==> src/rtl/hazard_ctrl.sv <==
// hazard_ctrl: pipeline hazard unit -- operand forwarding, load-use interlock, redirect squash and data-memory wait freeze
// Ports:
//   clk, rst                      clock, synchronous active-high reset
//   id_rs1/2, id_use_rs1/2        ID-stage sources and their use flags
//   ex_rd/regwrite/wdsel          EX-stage destination (wdsel 01 = load)
//   mem_rd/regwrite, wb_rd/regwrite  MEM/WB destinations for forwarding
//   mem_redirect                  non-sequential PC chosen in MEM
//   dm_req, dm_ready              data-memory handshake in MEM
//   *_en, *_flush                 stage-register load enables and bubble inserts
//   fwd_a, fwd_b                  ALU operand source select (00 RF, 01 EX/MEM, 10 MEM/WB)
//   state                         0 = RUN, 1 = MEM_WAIT
//   stall_cnt, flush_cnt          saturating performance counters
//   mem_timeout                   sticky watchdog for over-long memory waits
module hazard_ctrl #(
    parameter int CNT_W    = 16,
    parameter int WAIT_MAX = 255
) (
    input  logic             clk,
    input  logic             rst,
    input  logic [4:0]       id_rs1,
    input  logic [4:0]       id_rs2,
    input  logic             id_use_rs1,
    input  logic             id_use_rs2,
    input  logic [4:0]       ex_rd,
    input  logic             ex_regwrite,
    input  logic [1:0]       ex_wdsel,
    input  logic [4:0]       mem_rd,
    input  logic             mem_regwrite,
    input  logic [4:0]       wb_rd,
    input  logic             wb_regwrite,
    input  logic             mem_redirect,
    input  logic             dm_req,
    input  logic             dm_ready,
    output logic             pc_en,
    output logic             ifid_en,
    output logic             idex_en,
    output logic             exmem_en,
    output logic             memwb_en,
    output logic             ifid_flush,
    output logic             idex_flush,
    output logic             exmem_flush,
    output logic [1:0]       fwd_a,
    output logic [1:0]       fwd_b,
    output logic             state,
    output logic [CNT_W-1:0] stall_cnt,
    output logic [CNT_W-1:0] flush_cnt,
    output logic             mem_timeout
);
    typedef enum logic {RUN = 1'b0, MEM_WAIT = 1'b1} state_t;
    // wait counter only needs to reach WAIT_MAX+1, where it parks
    localparam int WW = $clog2(WAIT_MAX + 2);
    localparam logic [WW-1:0] WLIM = WW'(WAIT_MAX + 1);
    state_t           r_state;
    logic [WW-1:0]    r_wait;
    logic [CNT_W-1:0] r_stall_cnt;
    logic [CNT_W-1:0] r_flush_cnt;
    logic             r_timeout;
    logic             w_mstall;
    logic             w_lu;
    logic             w_redir;
    logic             w_lu_act;
    logic [WW-1:0]    w_wait_nxt;
    assign w_mstall = (r_state == RUN) ? (dm_req & ~dm_ready) : ~dm_ready;
    assign w_lu = ex_regwrite & (ex_wdsel == 2'b01) & (ex_rd != 5'd0) &
                  ((id_use_rs1 & (ex_rd == id_rs1)) | (id_use_rs2 & (ex_rd == id_rs2)));
    // redirect outranks load-use: the load-using instruction is squashed anyway
    assign w_redir    = ~w_mstall & mem_redirect;
    assign w_lu_act   = ~w_mstall & ~mem_redirect & w_lu;
    assign w_wait_nxt = (r_wait == WLIM) ? WLIM : r_wait + 1'b1;
    always_comb begin
        pc_en       = ~rst & ~w_mstall & ~w_lu_act;
        ifid_en     = ~rst & ~w_mstall & ~w_lu_act;
        idex_en     = ~rst & ~w_mstall;
        exmem_en    = ~rst & ~w_mstall;
        memwb_en    = ~rst & ~w_mstall;
        ifid_flush  = rst | w_redir;
        idex_flush  = rst | w_redir | w_lu_act;
        exmem_flush = rst | w_redir;
        // forwarding ignores stalls; the nearer stage (EX/MEM) wins
        fwd_a = rst ? 2'b00 :
                (mem_regwrite && mem_rd != 5'd0 && mem_rd == id_rs1) ? 2'b01 :
                (wb_regwrite && wb_rd != 5'd0 && wb_rd == id_rs1) ? 2'b10 : 2'b00;
        fwd_b = rst ? 2'b00 :
                (mem_regwrite && mem_rd != 5'd0 && mem_rd == id_rs2) ? 2'b01 :
                (wb_regwrite && wb_rd != 5'd0 && wb_rd == id_rs2) ? 2'b10 : 2'b00;
        state = rst ? 1'b0 : r_state;
    end
    always_ff @(posedge clk) begin
        if (rst) begin
            r_state     <= RUN;
            r_wait      <= '0;
            r_stall_cnt <= '0;
            r_flush_cnt <= '0;
            r_timeout   <= 1'b0;
        end else begin
            if ((w_mstall || w_lu_act) && r_stall_cnt != '1) r_stall_cnt <= r_stall_cnt + 1'b1;
            if (w_redir && r_flush_cnt != '1) r_flush_cnt <= r_flush_cnt + 1'b1;
            if (r_state == RUN && dm_req && !dm_ready) begin
                r_state <= MEM_WAIT;
                r_wait  <= '0;
            end else if (r_state == MEM_WAIT && dm_ready) begin
                r_state <= RUN;
            end else if (r_state == MEM_WAIT) begin
                r_wait <= w_wait_nxt;
                if (w_wait_nxt == WLIM) r_timeout <= 1'b1;
            end
        end
    end
    assign stall_cnt   = r_stall_cnt;
    assign flush_cnt   = r_flush_cnt;
    assign mem_timeout = r_timeout;
endmodule

==> config.mk <==
export PLATFORM = sky130hd
export DESIGN_NAME = hazard_ctrl
export DESIGN_NICKNAME = d
export VERILOG_FILES = /design/src/rtl/hazard_ctrl.sv
export SDC_FILE = /design/constraint.sdc
export NUM_CORES = 1
export LEC_CHECK = 0
export ABC_AREA = 1
export CELL_PAD_IN_SITES_DETAIL_PLACEMENT = 1
export CELL_PAD_IN_SITES_GLOBAL_PLACEMENT = 1
export CORE_MARGIN = 2
export CORE_UTILIZATION = 34
export CTS_CLUSTER_DIAMETER = 80
export CTS_CLUSTER_SIZE = 10
export DETAILED_ROUTE_END_ITERATION = 7
export PLACE_DENSITY = 0.84
export RECOVER_POWER = 100
export SLEW_MARGIN = 30
export SYNTH_ARGS = -nofsm -noshare
export SYNTH_HDL_FRONTEND = slang
export SYNTH_SLANG_ARGS = --single-unit
==> constraint.sdc <==
create_clock -name clk -period 2.5 [get_ports clk]
set_clock_uncertainty 0.05 [all_clocks]
set_input_delay 0.5 -clock clk [delete_from_list [all_inputs] [get_ports clk]]
set_output_delay 0.5 -clock clk [all_outputs]
set_load 0.03 [all_outputs]
After elaboration in Yosys (flattened, before gate mapping)
Index checks and enable logic that the tools add are counted.
Widths: inputs -> output; s select.
{"block": "totals", "wordCells": 72, "romBits": 0, "n_memories": 0, "in_bits": 37, "latchBits": 0, "mem_bits_rw": 0, "regBits": 43, "output_inout_bits": 46}
{"block": "classes", "bitwise_logic": 22, "reduce_logical": 20, "shifts": 0, "n_div": 0, "n_mul": 0, "order_cmp": 0, "addsub": 3, "n_eq_ne": 11, "n_mux": 11}
{"operator": "$add 16x1->16 const B", "count": 2}
{"operator": "$ne 16x16->1 const B", "count": 2}
{"operator": "$eq 5x5->1", "count": 6}
{"operator": "$eq 9x9->1 const B", "count": 2}
{"operator": "$reduce_bool 5->1", "count": 3}
{"operator": "$mux 2", "count": 6}
{"operator": "$and 1x1->1", "count": 11}
{"operator": "$logic_and 1x1->1", "count": 11}
{"operator": "$add 9x1->9 const B", "count": 1}
{"operator": "$mux 9", "count": 1}
{"operator": "$not 1->1", "count": 8}
{"operator": "$mux 1", "count": 4}
{"operator": "$reduce_and 4->1", "count": 1}
{"operator": "$or 1x1->1", "count": 3}
{"operator": "$eq 2x1->1 const B", "count": 1}
{"operator": "$reduce_and 2->1", "count": 1}
{"operator": "$reduce_bool 2->1", "count": 1}
{"operator": "$reduce_or 2->1", "count": 1}
{"operator": "$logic_not 1->1", "count": 1}
{"operator": "$logic_or 1x1->1", "count": 1}

Logic depth before layout (Yosys ltp)
{"block": "depth", "word_depth": 8, "depth_mapped": 13, "depth_no_buf": 12}

Worst setup path before layout
OpenSTA, ideal clock, no wires.
{"block": "synth_path", "path_kind": "input to output", "startpoint": "in dm_req", "endpoint": "out pc_en", "path_slack_ns": -0.084, "stages": 11, "arrival_time_ns": 2.034, "required_time_ns": 1.950, "cell_sequence": "inv_2 a21oi_2 inv_4 o21ai_1 nor2_1 nand2_2 nand2_4 buf_4 buf_12 nor2_1 buf_4"}
{"block": "synth_via", "elab_chain_cells": 7, "word_cells_on_any_way": 8, "cone_classes": "1 x mux; 7 x bitwise"}
{"item": "start, declared", "line_no": "32", "text": "input logic dm_req,"}
{"item": "$and 1x1->1 (*)", "line_no": "63", "text": "assign w_mstall = (r_state == RUN) ? (dm_req & ~dm_ready) : ~dm_ready;"}
{"item": "$mux 1 (*)", "line_no": "63"}
{"item": "$not 1->1 (*)"}
{"item": "$and 1x1->1 (2 in a row)", "line_no": "68", "text": "assign w_lu_act = ~w_mstall & ~mem_redirect & w_lu;"}
{"item": "$not 1->1"}
{"item": "$and 1x1->1 (*)"}
{"item": "end, declared", "line_no": "34", "text": "output logic pc_en,"}
Every way passes the cells marked *; elsewhere a longest branch is shown, timed or not.

Final worst setup path
{"block": "layout_path", "startpoint": "in wb_rd[4]", "endpoint": "out fwd_b[1]"}
{"block": "layout_via", "elab_chain_cells": 6, "word_cells_on_any_way": 7, "cone_classes": "1 x eq/ne; 3 x mux; 3 x reduce/logical"}
{"item": "start, declared", "line_no": "29", "text": "input logic [4:0] wb_rd,"}
{"item": "$reduce_bool 5->1", "line_no": "85", "text": "(wb_regwrite && wb_rd != 5'd0 && wb_rd == id_rs2) ? 2'b10 : 2'b00;"}
{"item": "$logic_and 1x1->1", "line_no": "85"}
{"item": "$logic_and 1x1->1 (*)", "line_no": "85"}
{"item": "$mux 2 (*)", "line_no": "85"}
{"item": "$mux 2 (*)", "line_no": "84", "text": "(mem_regwrite && mem_rd != 5'd0 && mem_rd == id_rs2) ? 2'b01 :"}
{"item": "$mux 2 (*)", "line_no": "83", "text": "fwd_b = rst ? 2'b00 :"}
{"item": "end, declared", "line_no": "43", "text": "output logic [1:0] fwd_b,"}
Marks and branches as above.

==> results.md <==
* DP HPWL at 8006 um
* WHS Path Cells at 2
* Post-synth EDFFs at 0
* Min Hold Slack at 0.4087 ns
* Fillers at 1165
* Lkg Pwr at 1.856 nW
* Area of the core at 8721 sq um
* Setup crit end kind: output port
* Distinct cells, synth at 38
* Hold-fix buffer count after cts at 0
* Largest net degree at the start of global routing at 20
* Total Wirelength at 10290 um
* Root Buffer: clkbuf_8
* Max Clk Rate at 400.6 MHz
* Die area at 9776 sq um
* Clock Sinks at 43
* Worst Hold End: mem_timeout$_SDFFE_PP0P_
* Synth Warn # at 0
* Via count at 3343
* Synthesis-stage register bit count at 43
* Global-route wire length before repair at 16670 um
* Most used DFF post-synth: dfxtp_1
* Worst skew pair latency at 0.31 ns
* Syn nets at 507
* Residual DRC at 0
* Sequential cell area at 860.8 sq um
* Final worst-path cycle share at 99.86%
* Iteration-0 DRC Markers at 93
* CTS tree: done
* GRT overflow at 0
* Final Hold Violating Endpoints at 0
* IO Count at 83
* Yosys top cell area share at 28.13%
* VDD IR max at 0.2018 mV
* Reg2reg path depth at 10
* # setup viols final at 0
* Sequential area share after synthesis at 28.13%
* Most common cell in the netlist: nand2_1
* CTS max path bufs at 2
* Area grow syn2layout at 33.73%
* Yosys top cell by area: dfxtp_1
* Fin Setup TNS at 0 ns
* Pins Over Slew Limit at 0
* Multi-input gate area at 1869 sq um
* Initial Utilization at 35.09%
* GP Congestion at 0.8839
* Power, Total at 1.570 mW
* Status: complete, no violations
* Flop-to-flop setup slack at 0.36 ns
* HP Start: mem_timeout$_SDFFE_PP0P_
* Overall Global Routing Usage at 20.62%
* Die Width at 98.88 um
* Critical R2R Capture: flush_cnt[9]$_SDFFE_PP0P_
* First drt pass iteration count at 4
* Crit path required time at 1.95 ns
* Routed WL per cell at 15.61 um
* Synth top area cells: dfxtp_1, nand2_1, inv_1
* Vias in the first global route at 3597
* Vias per inst at 5.073
* CTS clk-pin slew, worst paths at 0.08 ns
* Critical-path cell list: clkdlybuf4s50_1 -> xor2_1 -> nor4_2 -> nand3_1 -> nor2_1 -> buf_4
* Worst-margin pin slew at 0.4860 ns
* Gate count after technology mapping at 466
* Peak per-stage delay on the critical path at 0.48 ns
* Min Tclk post-route at 2.496 ns
* Crit-path max FO at 3
* Async set or reset register ratio after synthesis at 0%
* Initial antenna violation count at 1
* Vert. Die Dim at 98.88 um
* Max cap viols at 0
* ANT nets after route at 0
* Worst relative slew slack at 67.48%
* Num CTS Buffers at 5
* Post-synth top cells: nand2_1, inv_1, nor2_1, dfxtp_1, nand3_1
* Hold/Removal Path Class: flop to flop
* Row Count at 34
* Reg2reg start: flush_cnt[0]$_SDFFE_PP0P_
* CTS H-tree lvls at 2
* PwrDens at 383.7 nW/um^2
* Crit path DAT at 1.95 ns
* Syn Std Cell Area at 3060 sq um
* Type of the worst setup path: input port to output port
* Syn avg cell area at 6.567 sq um
* Port bufs at 82
* Layout cells sized above 1 at 11.09%
* Final nets at 591
* CP Launch Type: input port
* Critical-path top delay cell: clkdlybuf4s50_1
-- worst max-delay path by stage --
stage / start / end / slack (ns) / cells past startpoint
floorplan: dm_req / pc_en / 0.10 / 11
global placement: id_rs2[2] / fwd_b[1] / -0.03 / 7
global route: wb_rd[0] / fwd_b[1] / -0.08 / 7
CTS: id_rs1[2] / fwd_a[1] / 0.001 / 7
finish: wb_rd[4] / fwd_b[1] / 0.004 / 6
detailed placement: mem_rd[3] / fwd_a[1] / -0.09 / 8
-- power by group --
| part | switching, mW | internal [mW] | leakage, nW |
|---|---|---|---|
| registers | 0.0107 | 0.694 | 0.348 |
| logic | 0.191 | 0.128 | 1.46 |
| clock network | 0.253 | 0.293 | 0.0513 |
| total | 0.454 | 1.12 | 1.86 |
-- cells by family after synthesis --
family                     after synthesis  share of synthesized area, %
and+or+nand+nor                        245                         36.10
adders and majority gates                4                         1.635
buffers and inverters                   75                         11.94
xor gates and xnor gates                34                         9.730
DFF                                     43                         28.13
AOI/OAI and AO/OA                       65                         12.47
-- registers in the layout (all words and copies together), names as in the netlist --
| name | count |
|---|---|
| r_state | 1 |
| flush_cnt | 16 |
| r_wait | 9 |
| mem_timeout | 1 |
| stall_cnt | 16 |
-- cell usage in the layout (no fill, tap or decap), types with 2 or more instances in the layout --
cell	netlist	layout
nor2_1	55	50
ha_1	4	4
buf_4	5	12
clkbuf_1	2	3
nand2_4	3	3
a211oi_1	2	2
o21ai_0	19	20
inv_1	56	55
clkbuf_8	2	5
dlygate4sd2_1	0	5
nor4_2	0	3
xnor2_1	14	13
dfxtp_1	43	43
nor3b_1	2	2
dlymetal6s2s_1	0	14
a21oi_1	25	30
a21oi_2	11	6
o21ai_1	5	4
nand2_2	5	4
xor2_1	20	20
clkbuf_2	0	3
nor3_1	15	15
nand3_1	42	41
nor2_4	1	2
nand2_1	106	107
clkdlybuf4s50_1	0	16
nor3_4	2	2
buf_6	1	2
inv_2	3	4
nor2_2	0	4
nand3_2	1	2
dlygate4sd3_1	0	34
nand4_1	5	5
clkbuf_4	0	2
-- final cells by class --
class / instances / share of cell area [%]
multi-input cells: 348 / 45.67
repair buffers: 92 / 21.86
flip-flops and latches: 43 / 21.03
inverters: 60 / 5.564
well taps: 108 / 3.302
clock buffers: 6 / 1.773
clock inverters: 1 / 0.7337
diodes: 1 / 0.06114
-- routing by layer --
| metal | global-route usage, % | part of all wire (%) | vias up |
|---|---|---|---|
| met5 | 0 | 0 | - |
| met4 | 6.533 | 2.3 | 0 |
| met3 | 3.475 | 3.4 | 21 |
| met2 | 37.58 | 51 | 68 |
| met1 | 24.49 | 43 | 1599 |
| li1 | - | - | 1655 |
-- worst max-delay path, delay by kind of cell --
kind                   cells  cell delay (ns)
XOR/XNOR                   1             0.20
buffers and inverters      2             0.65
AND/OR/NAND/NOR            3             0.60
-- metrics by stage --
step / utilization [%] / setup slack, ns / instance area, sq um / cells
finish: 46.93 / 0.003622 / 4093 / 659
floorplan: - / 0.1004 / 3063 / 466
detailed placement: 45.28 / -0.09493 / 3949 / 651
CTS: 46.84 / 0.001136 / 4085 / 658
global placement: 45.28 / -0.03290 / 3949 / 651
global route: 46.93 / -0.07507 / 4093 / 659
-- what timing repair did --
item | 4_1_cts | 5_1_grt
endpoints found under the setup margin | 6 | 9
pin swaps | 0 | 5
resized for setup | 12 | 23
setup buffers | 0 | 0
endpoints found under the hold margin | 0 | 0
Power figures use the tool's default switching activity.
